[src/rtl/jump_unit.sv]
// Branch resolver feeding the program counter load port; evaluates branch
// conditions against ALU flags and keeps a return-address stack for CALL/RET.
module jump_unit #(
  parameter int DEPTH = 8,
  parameter int PTR_W = 3
) (
  input  logic             clock,
  input  logic             reset,
  input  logic [15:0]      count,
  input  logic             jump_req,
  input  logic [2:0]       jump_kind,
  input  logic [15:0]      target,
  input  logic             zero_flag,
  input  logic             carry_flag,
  output logic             jump_set,
  output logic [15:0]      jumpcount,
  output logic [PTR_W:0]   stack_depth,
  output logic             stack_err
);

  typedef enum logic [2:0] {
    K_JMP  = 3'd0,
    K_JZ   = 3'd1,
    K_JNZ  = 3'd2,
    K_JC   = 3'd3,
    K_JNC  = 3'd4,
    K_CALL = 3'd5,
    K_RET  = 3'd6,
    K_NOP  = 3'd7
  } kind_e;

  localparam logic [PTR_W:0] FULL = (PTR_W + 1)'(DEPTH);
  localparam logic [PTR_W:0] ONE  = (PTR_W + 1)'(1);

  logic             set_q, set_d;
  logic [15:0]      pc_q, pc_d;
  logic [PTR_W:0]   depth_q, depth_d;
  logic             err_q, err_d;
  logic             push;
  logic             accept;
  logic [PTR_W-1:0] top_idx;
  logic [15:0]      stack_q [DEPTH];

  // Requests arriving in the shadow slot behind a taken branch are squashed.
  assign accept  = jump_req & ~set_q;
  assign top_idx = depth_q[PTR_W-1:0] - PTR_W'(1);

  always_comb begin
    set_d   = 1'b0;
    pc_d    = pc_q;
    depth_d = depth_q;
    err_d   = err_q;
    push    = 1'b0;
    if (accept) begin
      case (kind_e'(jump_kind))
        K_JMP: begin
          set_d = 1'b1;
          pc_d  = target;
        end
        K_JZ: begin
          set_d = zero_flag;
          if (zero_flag) pc_d = target;
        end
        K_JNZ: begin
          set_d = ~zero_flag;
          if (!zero_flag) pc_d = target;
        end
        K_JC: begin
          set_d = carry_flag;
          if (carry_flag) pc_d = target;
        end
        K_JNC: begin
          set_d = ~carry_flag;
          if (!carry_flag) pc_d = target;
        end
        K_CALL: begin
          if (depth_q != FULL) begin
            push    = 1'b1;
            depth_d = depth_q + ONE;
            set_d   = 1'b1;
            pc_d    = target;
          end else begin
            err_d = 1'b1;
          end
        end
        K_RET: begin
          if (depth_q != '0) begin
            depth_d = depth_q - ONE;
            set_d   = 1'b1;
            pc_d    = stack_q[top_idx];
          end else begin
            err_d = 1'b1;
          end
        end
        default: ;
      endcase
    end
  end

  always_ff @(posedge clock or negedge reset) begin
    if (!reset) begin
      set_q   <= 1'b0;
      pc_q    <= 16'h0000;
      depth_q <= '0;
      err_q   <= 1'b0;
    end else begin
      set_q   <= set_d;
      pc_q    <= pc_d;
      depth_q <= depth_d;
      err_q   <= err_d;
    end
  end

  // Stack storage is not reset; entries above depth_q are never read.
  always_ff @(posedge clock) begin
    if (push) stack_q[depth_q[PTR_W-1:0]] <= count + 16'd1;
  end

  assign jump_set    = set_q;
  assign jumpcount   = pc_q;
  assign stack_depth = depth_q;
  assign stack_err   = err_q;

endmodule

[config.mk]
export PLATFORM = sky130hd
export DESIGN_NAME = jump_unit
export DESIGN_NICKNAME = d
export VERILOG_FILES = /design/src/rtl/jump_unit.sv
export SDC_FILE = /design/constraint.sdc
export NUM_CORES = 1
export LEC_CHECK = 0
export ABC_AREA = 0
export CAP_MARGIN = 20
export CORE_MARGIN = 1.5
export CORE_UTILIZATION = 40
export CTS_CLUSTER_DIAMETER = 50
export CTS_CLUSTER_SIZE = 30
export DETAILED_ROUTE_END_ITERATION = 6
export PLACE_DENSITY_LB_ADDON = 0.12
export RECOVER_POWER = 25
export SLEW_MARGIN = 15
export SYNTH_ARGS = -nofsm -noshare
export SYNTH_HDL_FRONTEND = slang
export SYNTH_SLANG_ARGS = --single-unit
export TNS_END_PERCENT = 100
[constraint.sdc]
create_clock -name clock -period 3.9 [get_ports clock]
set_input_delay 0.585 -clock clock [delete_from_list [all_inputs] [get_ports clock]]
set_output_delay 0.585 -clock clock [all_outputs]
set_load 0.02 [all_outputs]
# [Yosys cells after proc, flatten, opt, wreduce, memory -nomap -nowiden]
# Memory sizes are Yosys's and may differ from the RTL's.
# Index checks and enable logic that the tools add are counted.
[totals] mem_count=1 mem_bits_rw=128 elab_cells=56 input_bits=40 register_bits=22 output_inout_bits=22
[mem_list] name="stack_q" depth=8 width=16 rd=1 rd_ports_with_merged_regs=0 wr=1 line="42" text="logic [15:0] stack_q [DEPTH];"
[classes] muxes=21 bitwise=4 n_addsub=4 n_reduce_logical=7 eq_ne=15
[op_table] op="$pmux 16 s7" n=1
[op_table] op="$mux 16" n=6
[op_table] op="$add 16x1->16 const B" n=1
[op_table] op="$ne 2x2->1 const B" n=8
[op_table] op="$eq 3x3->1 const B" n=3
[op_table] op="$mux 1" n=9
[op_table] op="$mux 4" n=2
[op_table] op="$pmux 4 s2" n=1
[op_table] op="$reduce_and 4->1" n=2
[op_table] op="$reduce_and 8->1" n=1
[op_table] op="$pmux 1 s7" n=1
[op_table] op="$reduce_bool 7->1" n=1
[op_table] op="$eq 3x2->1 const B" n=2
[op_table] op="$add 4x1->4 const B" n=1
[op_table] op="$ne 4x4->1 const B" n=1
[op_table] op="$reduce_bool 4->1" n=1
[op_table] op="$sub 4x1->4 const B" n=1
[op_table] op="$eq 3x1->1 const B" n=1
[op_table] op="$logic_not 3->1" n=1
[op_table] op="$not 1->1" n=3
[op_table] op="$sub 3x1->3 const B" n=1
[op_table] op="$pmux 1 s2" n=1
[op_table] op="$reduce_bool 2->1" n=1
[op_table] op="$and 1x1->1" n=1

# [Logic depth before layout (Yosys ltp)]
# Gate-level depths: netlist (run 1).
[logic_depth] word_depth=6 depth_mapped=10 ltp_nobuf=7

# [Worst setup path after synthesis (run 1)]
# OpenSTA, ideal clock, no wires.
[synth_path] path_type="register to register" startpoint="register depth_q[0], in the netlist stack_depth[0]" endpoint="memory stack_q[1][0], enable pin" setup_time_ps=409 synth_period_minus_slack_ps=2924 arrival_time_ps=2515 path_stages_with_launch=8 n_path_buf=0 required_ps=3491 slack_ps=976 path_cell_list="dfrtp_1 inv_1 ha_1 nand3b_1 nand4_1 nor2_1 nand2_1 nor3_1"
[synth_via] elab_chain_cells=6
[synth_rtl] element="start: declaration" line="37" text="logic [PTR_W:0] depth_q, depth_d;"
[synth_rtl] element="start signal: assignment" line="109" text="depth_q <= depth_d;"
[synth_rtl] element="$ne 4x4->1" line="77" text="if (depth_q != FULL) begin"
[synth_rtl] element="$mux 1" line="77"
[synth_rtl] element="$mux 1" line="55" text="case (kind_e'(jump_kind))"
[synth_rtl] element="$mux 1" line="54" text="if (accept) begin"
[synth_rtl] element="$mux 1" line="116" text="if (push) stack_q[depth_q[PTR_W-1:0]] <= count + 16'd1;"
[synth_rtl] element="$mux 1 (not written as such)" line="116"
[synth_rtl] element="end: declaration" line="42"
# Several ways; a longest one is shown, not always the timed one.

# [Worst setup path in the final report (run 1)]
[layout_path] startpoint="input jump_kind[1]" endpoint="register pc_q[7], in the netlist jumpcount[7]"
[layout_via] elab_chain_cells=3 elab_cells_between_ends=16 classes_between="eq/ne (12); mux (1); reduce/logical (3)"
[layout_rtl] element="start: declaration" line="11" text="input logic [2:0] jump_kind,"
[layout_rtl] element="$eq 3x3->1 (tied with other cells)" line="55"
[layout_rtl] element="$reduce_bool 7->1 (no source line) or $ne 2x2->1 (tied branches)"
[layout_rtl] element="$reduce_and 8->1 (no source line)"
[layout_rtl] element="end signal: assignment" line="108" text="pc_q <= pc_d;"
[layout_rtl] element="end: declaration" line="36" text="logic [15:0] pc_q, pc_d;"
# Several ways; a longest one is shown, not always the timed one.
# A chain may end at the register's enable or synchronous reset.

==> impl_metrics.csv, run 1 <==
group,metric,value,unit
floorplanning,die_h,128.5,microns
global_route,grt_pass1_wl,21610,microns
layout,diodes,0,
detailed_routing,ant_nets,0,
detailed_routing,dr.first_iter.drc_count,313,
layout,layout-drive-gt1-share,0.09942,
timing,worst_slew_pin_slew,1.234,ns
critical_path,crit_chain,"clkdlybuf4s50_1 > xor2_2 > o311ai_0 > a31oi_2 > clkbuf_1 > a31oi_1",
critical_path,worstRegToRegCells,8,
synthesis,synth-async-reset-ratio,0.1467,
power,irDropWorstVdd,0.3593,mV
synthesis,synth_top_area_frac,0.6103,
critical_path,cp-start-kind,"primary input",
critical_path,critPathKind,"in -> reg",
place,placed_cells_incl_taps,691,
timing,period_needed,2.777,ns
power,p_leak,2.750,nW
synthesis,ys_types,39,
outcome,status,"complete, no violations",
timing,finalSetupViolations,0,
critical_path,cp.arrival,3.00,ns
global_route,grt_usage,0.1839,
global_route,grt_pass1_vias,3757,
layout,final_nets,543,
timing,fin_skew,0.006928,ns
place,hpwl,9145,microns
worst_hold_path,hp-class,"in -> async",
global_route,antenna_found_initial,0,
layout,finalNonFillerCells,724,
synthesis,avgSynthCellArea,14.89,sq um
floorplanning,die_w,128.5,microns
detailed_routing,num_vias,3776,
critical_path,rr_endpoint,"jumpcount[9]$_DFFE_PN0P_",
power,cellPowerDensity,698.0,mW/mm^2
critical_path,crit_fanout,33,
clock_network,cts_max_path_buffers,2,
critical_path,reg2reg_slack,1.16,ns
clock_network,h-tree-depth,4,
timing,finalCritPeriodShare,0.7120,
critical_path,cp_slowest_stage_delay,0.92,ns
synthesis,synth_area_leader_cell,"edfxtp_1",
synthesis,synth_area_leaders,"edfxtp_1 61%, mux2i_1 10%, dfrtp_1 8.7%, a22oi_1 3.8%, xnor2_1 1.8%",
clock_network,clk_latency,0.42,ns
critical_path,crit_path_end_kind,"register",
critical_path,timing.rr.start,"stack_depth[0]$_DFFE_PN0P_",
synthesis,synth_edf_count,128,
place,place.port_buffers,61,
timing,fmax,360.1,MHz
floorplanning,coreArea,0.01531,sq mm
floorplanning,io_pins,62,
synthesis,synth_cells,423,
timing,rsz0062_at_grt,"false",
timing,hold_slack,0.4778,ns
floorplanning,core.rowCount,45,
floorplanning,start_util,0.4113,
floorplanning,die_area,0.01651,sq mm
synthesis,synth-main-ff-cell,"edfxtp_1",
critical_path,cp.required,4.13,ns
synthesis,syn-num-nets,466,
clock_network,numCtsBuffers,17,
detailed_routing,drc,0,
clock_network,post_cts_resized,0,
critical_path,path_buf_inv,2,
global_route,grt_max_degree,34,
clock_network,cts_tree,"done",
timing,relSlewSlack,0.1776,
detailed_routing,drt-total-wl,14220,microns
synthesis,netlist_area,0.006299,sq mm
place,gp_congestion,0.7445,
clock_network,clk_pin_slew,0.05,ns
clock_network,clockRootBuffer,"clkbuf_16",
timing,hold_viol,0,
timing,finalMaxSlewViolations,0,
synthesis,ys_seq_area_frac,0.6977,
detailed_routing,dr.pass1.iters,5,
synthesis,synth_warnings,0,
critical_path,cp_top_family,"buffers and inverters",
synthesis,synth.most_common_cell,"edfxtp_1",
clock_network,ctsHoldBuffers,0,
detailed_routing,routedWlPerCell,19.63,microns
synthesis,yosys_register_bits,150,
run,cap_violations,0,
timing,fin_tns_setup,0,ns
detailed_routing,via_per_inst,5.215,
layout,syn_to_final_growth,22.94,%
clock_network,cts.sinks,150,
synthesis,synth_top_cells_by_count,"128 x edfxtp_1, 64 x mux2i_1, 32 x a22oi_1",
global_route,overflow,0,
clock_network,postCtsSetupBuffers,0,
critical_path,cpMaxStageDelayCell,"clkbuf_1",
[report_power, final]
group,internal [mW],switching (mW)
sequential,1.86,0.0914
combinational,0.842,1.12
clock,0.911,0.581
total,3.61,1.79
[registers in the layout, indices dropped and copies added, names as in the netlist]
signal and cells:
stack_err 1, stack_depth 4, jumpcount 16, stack_q 128
jump_set 1
[placed cells by master, fill, tap and decap left out, types with 2 or more instances in the layout]
cell / count
a22oi_1: 32
ha_1: 2
a21oi_1: 2
nor3_2: 2
dlygate4sd3_1: 10
xor2_1: 8
nand3_1: 20
xnor2_1: 13
clkbuf_1: 12
clkbuf_16: 17
a31oi_1: 16
nand4_1: 4
mux2i_1: 64
nand2b_1: 2
inv_1: 3
and3_1: 2
clkbuf_8: 2
nor3_1: 4
buf_4: 16
nor2_1: 26
edfxtp_1: 128
nand2_1: 28
nor2_2: 5
nand3b_1: 2
clkdlybuf4s50_1: 51
dfrtp_1: 22
[metal layers]
metal  vias up  GRT usage  part of all wire
met5         -          0                 0
met1      1877     0.2389              0.44
li1       1767          -                 -
met4         0    0.07138             0.012
met3        12    0.04075             0.057
met2       120     0.3030              0.49
[stage by stage]
stage	setup WS, ns	total power, mW	area [sq um]	utilization
floorplan	0.9762	3.350	6299	-
global placement	1.150	3.961	7221	0.4715
detailed placement	1.054	3.991	7221	0.4715
CTS	1.269	5.476	7754	0.5063
global route	0.8491	5.667	7744	0.5056
finish	1.123	5.405	7744	0.5056
[layout make-up]
class,instances,area [sq um]
tap,211,264.0
multi-input combinational,247,1795
fill,1337,7571
clock inverter,3,42.54
inverter,5,18.77
clock buffer,29,490.5
sequential,150,4394
timing repair buffer,79,738.2
[kinds of logic after synthesis]
logic type / after synthesis / share of synthesized area
flip-flops: 150 / 0.6977
buffers and inverters: 26 / 0.02086
adder cells (fa/ha/maj): 3 / 0.005960
multiplexers: 65 / 0.1041
AND/OR/NAND/NOR: 102 / 0.07549
AO/OA/AOI/OAI: 55 / 0.06417
XOR/XNOR: 22 / 0.03179
[worst register-to-register path, delay by kind of cell, from the launching register on]
| family | cells | cell delay [ns] |
|---|---|---|
| flops | 1 | 0.48 |
| compound gates | 3 | 0.82 |
| buf+inv | 3 | 0.80 |
| fa+ha+maj | 1 | 0.20 |
| simple gates | 1 | 0.27 |
[worst max-delay path by stage]
stage	startpoint	end	slack, ns	cells past startpoint
global route	jump_kind[1]	jumpcount[13]$_DFFE_PN0P_	0.85	6
global placement	count[2]	stack_q[4][15]$_DFFE_PP_	1.15	6
detailed placement	count[2]	stack_q[7][15]$_DFFE_PP_	1.05	6
floorplan	stack_depth[0]$_DFFE_PN0P_	stack_q[1][0]$_DFFE_PP_	0.98	7
CTS	stack_depth[0]$_DFFE_PN0P_	jumpcount[11]$_DFFE_PN0P_	1.27	7
finish	jump_kind[1]	jumpcount[7]$_DFFE_PN0P_	1.12	6
(Power assumes the default switching activity.)
==> run 2, diff against run 1 <==
==> constraint.sdc (replaced) <==
create_clock -name clock -period 2.38 [get_ports clock]
set_input_delay 0.357 -clock clock [delete_from_list [all_inputs] [get_ports clock]]
set_output_delay 0.357 -clock clock [all_outputs]
set_load 0.02 [all_outputs]
==> impl_metrics.csv, run 2 (same netlist as run 1, synthesis figures left out) <==
group,metric,value,unit
outcome,status,"complete, no violations",
floorplanning,coreArea,0.01531,sq mm
clock_network,postCtsSetupBuffers,0,
critical_path,cp_top_family,"simple AND/OR/NAND/NOR gates",
clock_network,cts.sinks,150,
critical_path,reg2reg_slack,0.16,ns
power,irDropWorstVdd,0.5958,mV
detailed_routing,num_vias,3834,
global_route,grt_usage,0.1887,
layout,final_common_cell,"edfxtp_1",
critical_path,rr_endpoint,"jumpcount[11]$_DFFE_PN0P_",
floorplanning,die_h,128.5,microns
critical_path,worstRegToRegCells,8,
timing,hold_viol,0,
global_route,overflow,0,
critical_path,crit_chain,"inv_1 > ha_4 > xor2_1 > nor2_1 > buf_4 > a22oi_1 > nand3_1 > a31oi_1",
place,place.port_buffers,61,
critical_path,timing.rr.start,"stack_depth[0]$_DFFE_PN0P_",
clock_network,cts_tree,"done",
clock_network,h-tree-depth,4,
floorplanning,start_util,0.4113,
floorplanning,io_pins,62,
critical_path,crit_path_end_kind,"register",
critical_path,cp.depth,8,
worst_hold_path,hp-class,"reg -> reg",
critical_path,cpMaxStageDelayCell,"nor2_1",
timing,relSlewSlack,0.2208,
timing,period_needed,2.224,ns
timing,finalCritPeriodShare,0.9344,
global_route,grt_pass1_vias,3827,
timing,rsz0062_at_grt,"false",
critical_path,cp-start-kind,"register",
detailed_routing,via_per_inst,5.133,
clock_network,post_cts_resized,0,
timing,fin_skew,0.005875,ns
layout,diodes,0,
critical_path,crit_fanout,10,
critical_path,cp-endpoint,"jumpcount[11]$_DFFE_PN0P_",
detailed_routing,routedWlPerCell,19.54,microns
detailed_routing,drc,0,
power,cellPowerDensity,1164,mW/mm^2
clock_network,ctsHoldBuffers,0,
layout,final_cell_mix,"128 x edfxtp_1, 64 x mux2i_1, 58 x clkdlybuf4s50_1",
place,gp_congestion,0.7203,
floorplanning,die_area,0.01651,sq mm
layout,syn_to_final_growth,28.41,%
clock_network,clk_latency,0.42,ns
detailed_routing,drt-total-wl,14600,microns
global_route,antenna_found_initial,0,
layout,fin_util,0.5281,
timing,fmax,449.7,MHz
critical_path,cp.required,2.67,ns
run,cap_violations,0,
timing,finalMaxSlewViolations,0,
critical_path,startpoint,"stack_depth[0]$_DFFE_PN0P_",
floorplanning,core.rowCount,45,
detailed_routing,dr.pass1.iters,6,
timing,fin_tns_setup,0,ns
worst_hold_path,min_delay_path_depth,1,
critical_path,path_buf_inv,2,
critical_path,critPathKind,"reg -> reg",
global_route,grt_max_degree,41,
layout,nFillCells,1319,
layout,largest_reg_flops,128,
power,p_leak,2.932,nW
detailed_routing,dr.first_iter.drc_count,251,
clock_network,numCtsBuffers,17,
layout,layout-drive-gt1-share,0.1418,
detailed_routing,ant_nets,0,
timing,finalSetupViolations,0,
floorplanning,die_w,128.5,microns
clock_network,clk_pin_slew,0.06,ns
timing,worst_slew_pin_slew,1.169,ns
critical_path,cp_slowest_stage_delay,0.54,ns
global_route,grt_pass1_wl,22360,microns
layout,final_nets,566,
critical_path,cp.arrival,2.51,ns
place,hpwl,9115,microns
clock_network,clockRootBuffer,"clkbuf_16",
clock_network,cts_max_path_buffers,2,
==> run 2: changes by cell type in the layout (fill, tap and decap cells not counted), moves of 3 or more <==
cell / previous run / this run
clkbuf_1: 12 / 9
clkinv_2: 1 / 4
buf_12: 0 / 8
clkbuf_8: 2 / 5
nor2_1: 26 / 29
buf_4: 16 / 26
clkdlybuf4s50_1: 51 / 58
dlygate4sd3_1: 10 / 3
nor2_2: 5 / 2
==> run 2: layout make-up <==
class / count / area, sq um / area share
sequential: 150 / 4394 / 0.5433
clock inverter: 8 / 118.9 / 0.01470
multi-input combinational: 247 / 1798 / 0.2223
timing repair buffer: 102 / 992.2 / 0.1227
inverter: 5 / 18.77 / 0.002321
clock buffer: 24 / 501.7 / 0.06204
tap: 211 / 264.0 / 0.03264
==> run 2: worst min path at each step <==
stage	startpoint	endpoint	slack, ns
after global placement	stack_err$_DFFE_PN0P_	stack_err$_DFFE_PN0P_	0.46
after detailed placement	stack_err$_DFFE_PN0P_	stack_err$_DFFE_PN0P_	0.46
final	stack_err$_DFFE_PN0P_	stack_err$_DFFE_PN0P_	0.47
after CTS	reset	stack_err$_DFFE_PN0P_	0.29
after floorplan	reset	jump_set$_DFF_PN0_	0.06
after global routing	stack_err$_DFFE_PN0P_	stack_err$_DFFE_PN0P_	0.50
==> run 2: per-layer routing <==
layer | part of all wire | global-route usage | up-vias
met2 | 0.46 | 0.2963 | 99
met1 | 0.49 | 0.2610 | 1901
li1 | - | - | 1815
met4 | 0.016 | 0.07469 | 0
met5 | 0 | 0 | -
met3 | 0.038 | 0.03659 | 19
==> run 2: per-stage QoR <==
stage	total power, mW	hold WS (ns)	instance area [sq um]	setup slack (ns)	cells
after floorplan	5.498	0.06141	6311	-0.1206	423
after global placement	6.684	0.4561	7493	-0.02652	715
final	9.416	0.4683	8088	0.1561	747
after CTS	9.504	0.2897	8114	0.1378	747
after global routing	9.851	0.5044	8088	0.02779	747
after detailed placement	6.728	0.4622	7493	-0.06251	715
==> run 2: power breakdown <==
| group | switching (mW) | total, mW | internal, mW |
|---|---|---|---|
| sequential | 0.0843 | 3.13 | 3.04 |
| combinational | 1.94 | 3.51 | 1.57 |
| clock | 0.996 | 2.78 | 1.78 |
==> run 3, diff against run 2 <==
--- a/config.mk
+++ b/config.mk
@@ -7,7 +7,8 @@
 export LEC_CHECK = 0
 export ABC_AREA = 0
 export CAP_MARGIN = 20
-export CORE_MARGIN = 1.5
+export CELL_PAD_IN_SITES_DETAIL_PLACEMENT = 1
+export CELL_PAD_IN_SITES_GLOBAL_PLACEMENT = 1
 export CORE_UTILIZATION = 40
 export CTS_CLUSTER_DIAMETER = 50
 export CTS_CLUSTER_SIZE = 30
==> constraint.sdc (replaced) <==
create_clock -name clock -period 2.6 [get_ports clock]
set_input_delay 0.39 -clock clock [delete_from_list [all_inputs] [get_ports clock]]
set_output_delay 0.39 -clock clock [all_outputs]
set_load 0.02 [all_outputs]
==> impl_metrics.csv, run 3 (same netlist as run 1, synthesis figures left out) <==
group,metric,value,unit
floorplanning,io_pins,62,
floorplanning,coreArea,0.01526,sq mm
floorplanning,core.rowCount,45,
detailed_routing,drc,0,
detailed_routing,dr.pass1.iters,4,
timing,finalCritPeriodShare,0.8992,
timing,hold_slack,0.5045,ns
layout,final_nets,553,
power,p_int,5.527,mW
global_route,grt_pass1_wl,22710,microns
global_route,grt_max_degree,34,
timing,fin_skew,0.007624,ns
clock_network,ctsHoldBuffers,0,
global_route,overflow,0,
detailed_routing,drt-total-wl,14990,microns
clock_network,post_cts_resized,0,
critical_path,crit_fanout,33,
timing,fin_tns_setup,0,ns
detailed_routing,num_vias,3836,
clock_network,cts.sinks,150,
layout,largest_reg_flops,128,
clock_network,cts_tree,"done",
layout,diodes,0,
layout,final_common_cell,"edfxtp_1",
power,p_sw,2.850,mW
timing,fmax,427.7,MHz
layout,layout-drive-gt1-share,0.1262,
detailed_routing,routedWlPerCell,20.43,microns
global_route,grt_usage,0.1964,
critical_path,crit_path_end_kind,"register",
critical_path,critPathKind,"reg -> reg",
critical_path,startpoint,"stack_depth[0]$_DFFE_PN0P_",
layout,final_cell_mix,"128 x edfxtp_1, 64 x mux2i_1, 58 x clkdlybuf4s50_1",
clock_network,clk_pin_slew,0.06,ns
power,cellPowerDensity,1054,mW/mm^2
critical_path,cp.arrival,2.63,ns
detailed_routing,ant_nets,0,
timing,hold_viol,0,
power,p_sw_frac,0.3402,
outcome,status,"complete, no violations",
critical_path,cp.required,2.89,ns
layout,finalNonFillerCells,734,
critical_path,cp-start-kind,"register",
power,p_leak,2.828,nW
power,p_comb_frac,0.379,
place,hpwl,9578,microns
power,irDropWorstVdd,0.4928,mV
detailed_routing,dr.first_iter.drc_count,224,
floorplanning,die_h,127.5,microns
layout,nFillCells,1482,
floorplanning,die_w,127.5,microns
global_route,antenna_found_initial,0,
power,power_frac_seq,0.345,
clock_network,clockRootBuffer,"clkbuf_16",
timing,rsz0062_at_grt,"false",
place,gp_congestion,0.7145,
critical_path,reg2reg_slack,0.26,ns
floorplanning,die_area,0.01625,sq mm
place,place.port_buffers,61,
worst_hold_path,hp-class,"reg -> reg",
layout,design_area,0.007948,sq mm
global_route,grt_pass1_vias,3990,
clock_network,postCtsSetupBuffers,0,
place,postPlaceCellArea,0.007406,sq mm
timing,finalMaxSlewViolations,0,
critical_path,rr_endpoint,"jumpcount[9]$_DFFE_PN0P_",
timing,relSlewSlack,0.1911,
critical_path,timing.rr.start,"stack_depth[0]$_DFFE_PN0P_",
worst_hold_path,min_from,"stack_err$_DFFE_PN0P_",
timing,worst_slew_pin_slew,1.213,ns
timing,finalSetupViolations,0,
place,placed_cells_incl_taps,702,
floorplanning,start_util,0.4128,
power,pwr-share-clk,0.276,
clock_network,numCtsBuffers,17,
clock_network,cts_max_path_buffers,2,
clock_network,clk_latency,0.42,ns
critical_path,cp-endpoint,"jumpcount[9]$_DFFE_PN0P_",
layout,syn_to_final_growth,26.18,%
run,cap_violations,0,
timing,period_needed,2.338,ns
power,power,8.377,mW
clock_network,h-tree-depth,4,
critical_path,worstRegToRegCells,8,
detailed_routing,via_per_inst,5.226,
## run 3: cell types whose count changed in the layout (fill, tap and decap cells not counted), moves of 2 or more
| cell | previous run | this run |
|---|---|---|
| bufinv_16 | 3 | 1 |
| clkinvlp_4 | 0 | 6 |
| buf_4 | 26 | 17 |
| clkbuf_8 | 5 | 0 |
| clkbuf_1 | 9 | 4 |
| inv_6 | 0 | 4 |
| clkinv_2 | 4 | 1 |
## run 3: worst min path at each step
stage / to / slack (ns) / depth (start not counted)
2_1_floorplan: jump_set$_DFF_PN0_ / 0.09 / 0
3_3_place_gp: stack_err$_DFFE_PN0P_ / 0.47 / 1
3_5_place_dp: stack_err$_DFFE_PN0P_ / 0.50 / 1
4_1_cts: stack_err$_DFFE_PN0P_ / 0.31 / 2
5_1_grt: stack_err$_DFFE_PN0P_ / 0.53 / 1
6_report: stack_err$_DFFE_PN0P_ / 0.50 / 1
## run 3: final cells by class
type	count	area [sq um]	area share
clock buffers	19	432.9	0.05447
clock inverters	13	123.9	0.01559
inverters	5	18.77	0.002361
multi-input cells	247	1788	0.2250
flip-flops and latches	150	4394	0.5529
well taps	211	264.0	0.03322
repair buffers	89	925.9	0.1165
## run 3: worst max-delay path, cell delays in order, from the launching register on
cell and delay, ns:
dfrtp_1 0.38, inv_1 0.18, ha_4 0.20, inv_2 0.03, o311ai_0 0.77, a31oi_2 0.23
buf_12 0.24, nor2_1 0.11, a31oi_1 0.05
## run 3: metrics by stage
step           utilization  worst slack (ns)
6_report            0.5209            0.2620
5_1_grt             0.5209            0.1774
4_1_cts             0.5219            0.4149
3_5_place_dp        0.4854           0.05036
3_3_place_gp        0.4854            0.1937
2_1_floorplan            -           0.09939
## run 3: power by group through the flow
stage / Clock (mW) / Sequential, mW / Combinational, mW
6_report: 2.31 / 2.89 / 3.17
5_1_grt: 2.44 / 2.92 / 3.42
4_1_cts: 2.36 / 2.90 / 3.21
3_5_place_dp: 0 / 2.95 / 3.21
3_3_place_gp: 0 / 2.94 / 3.14
2_1_floorplan: 0 / 3.10 / 1.93
## run 3: per-layer routing
layer | GRT usage | up-vias | routed length, microns
li1 | - | 1795 | -
met1 | 0.2538 | 1919 | 6727
met2 | 0.3263 | 109 | 7280
met3 | 0.04606 | 13 | 822
met4 | 0.06513 | 0 | 163
met5 | 0 | - | 0
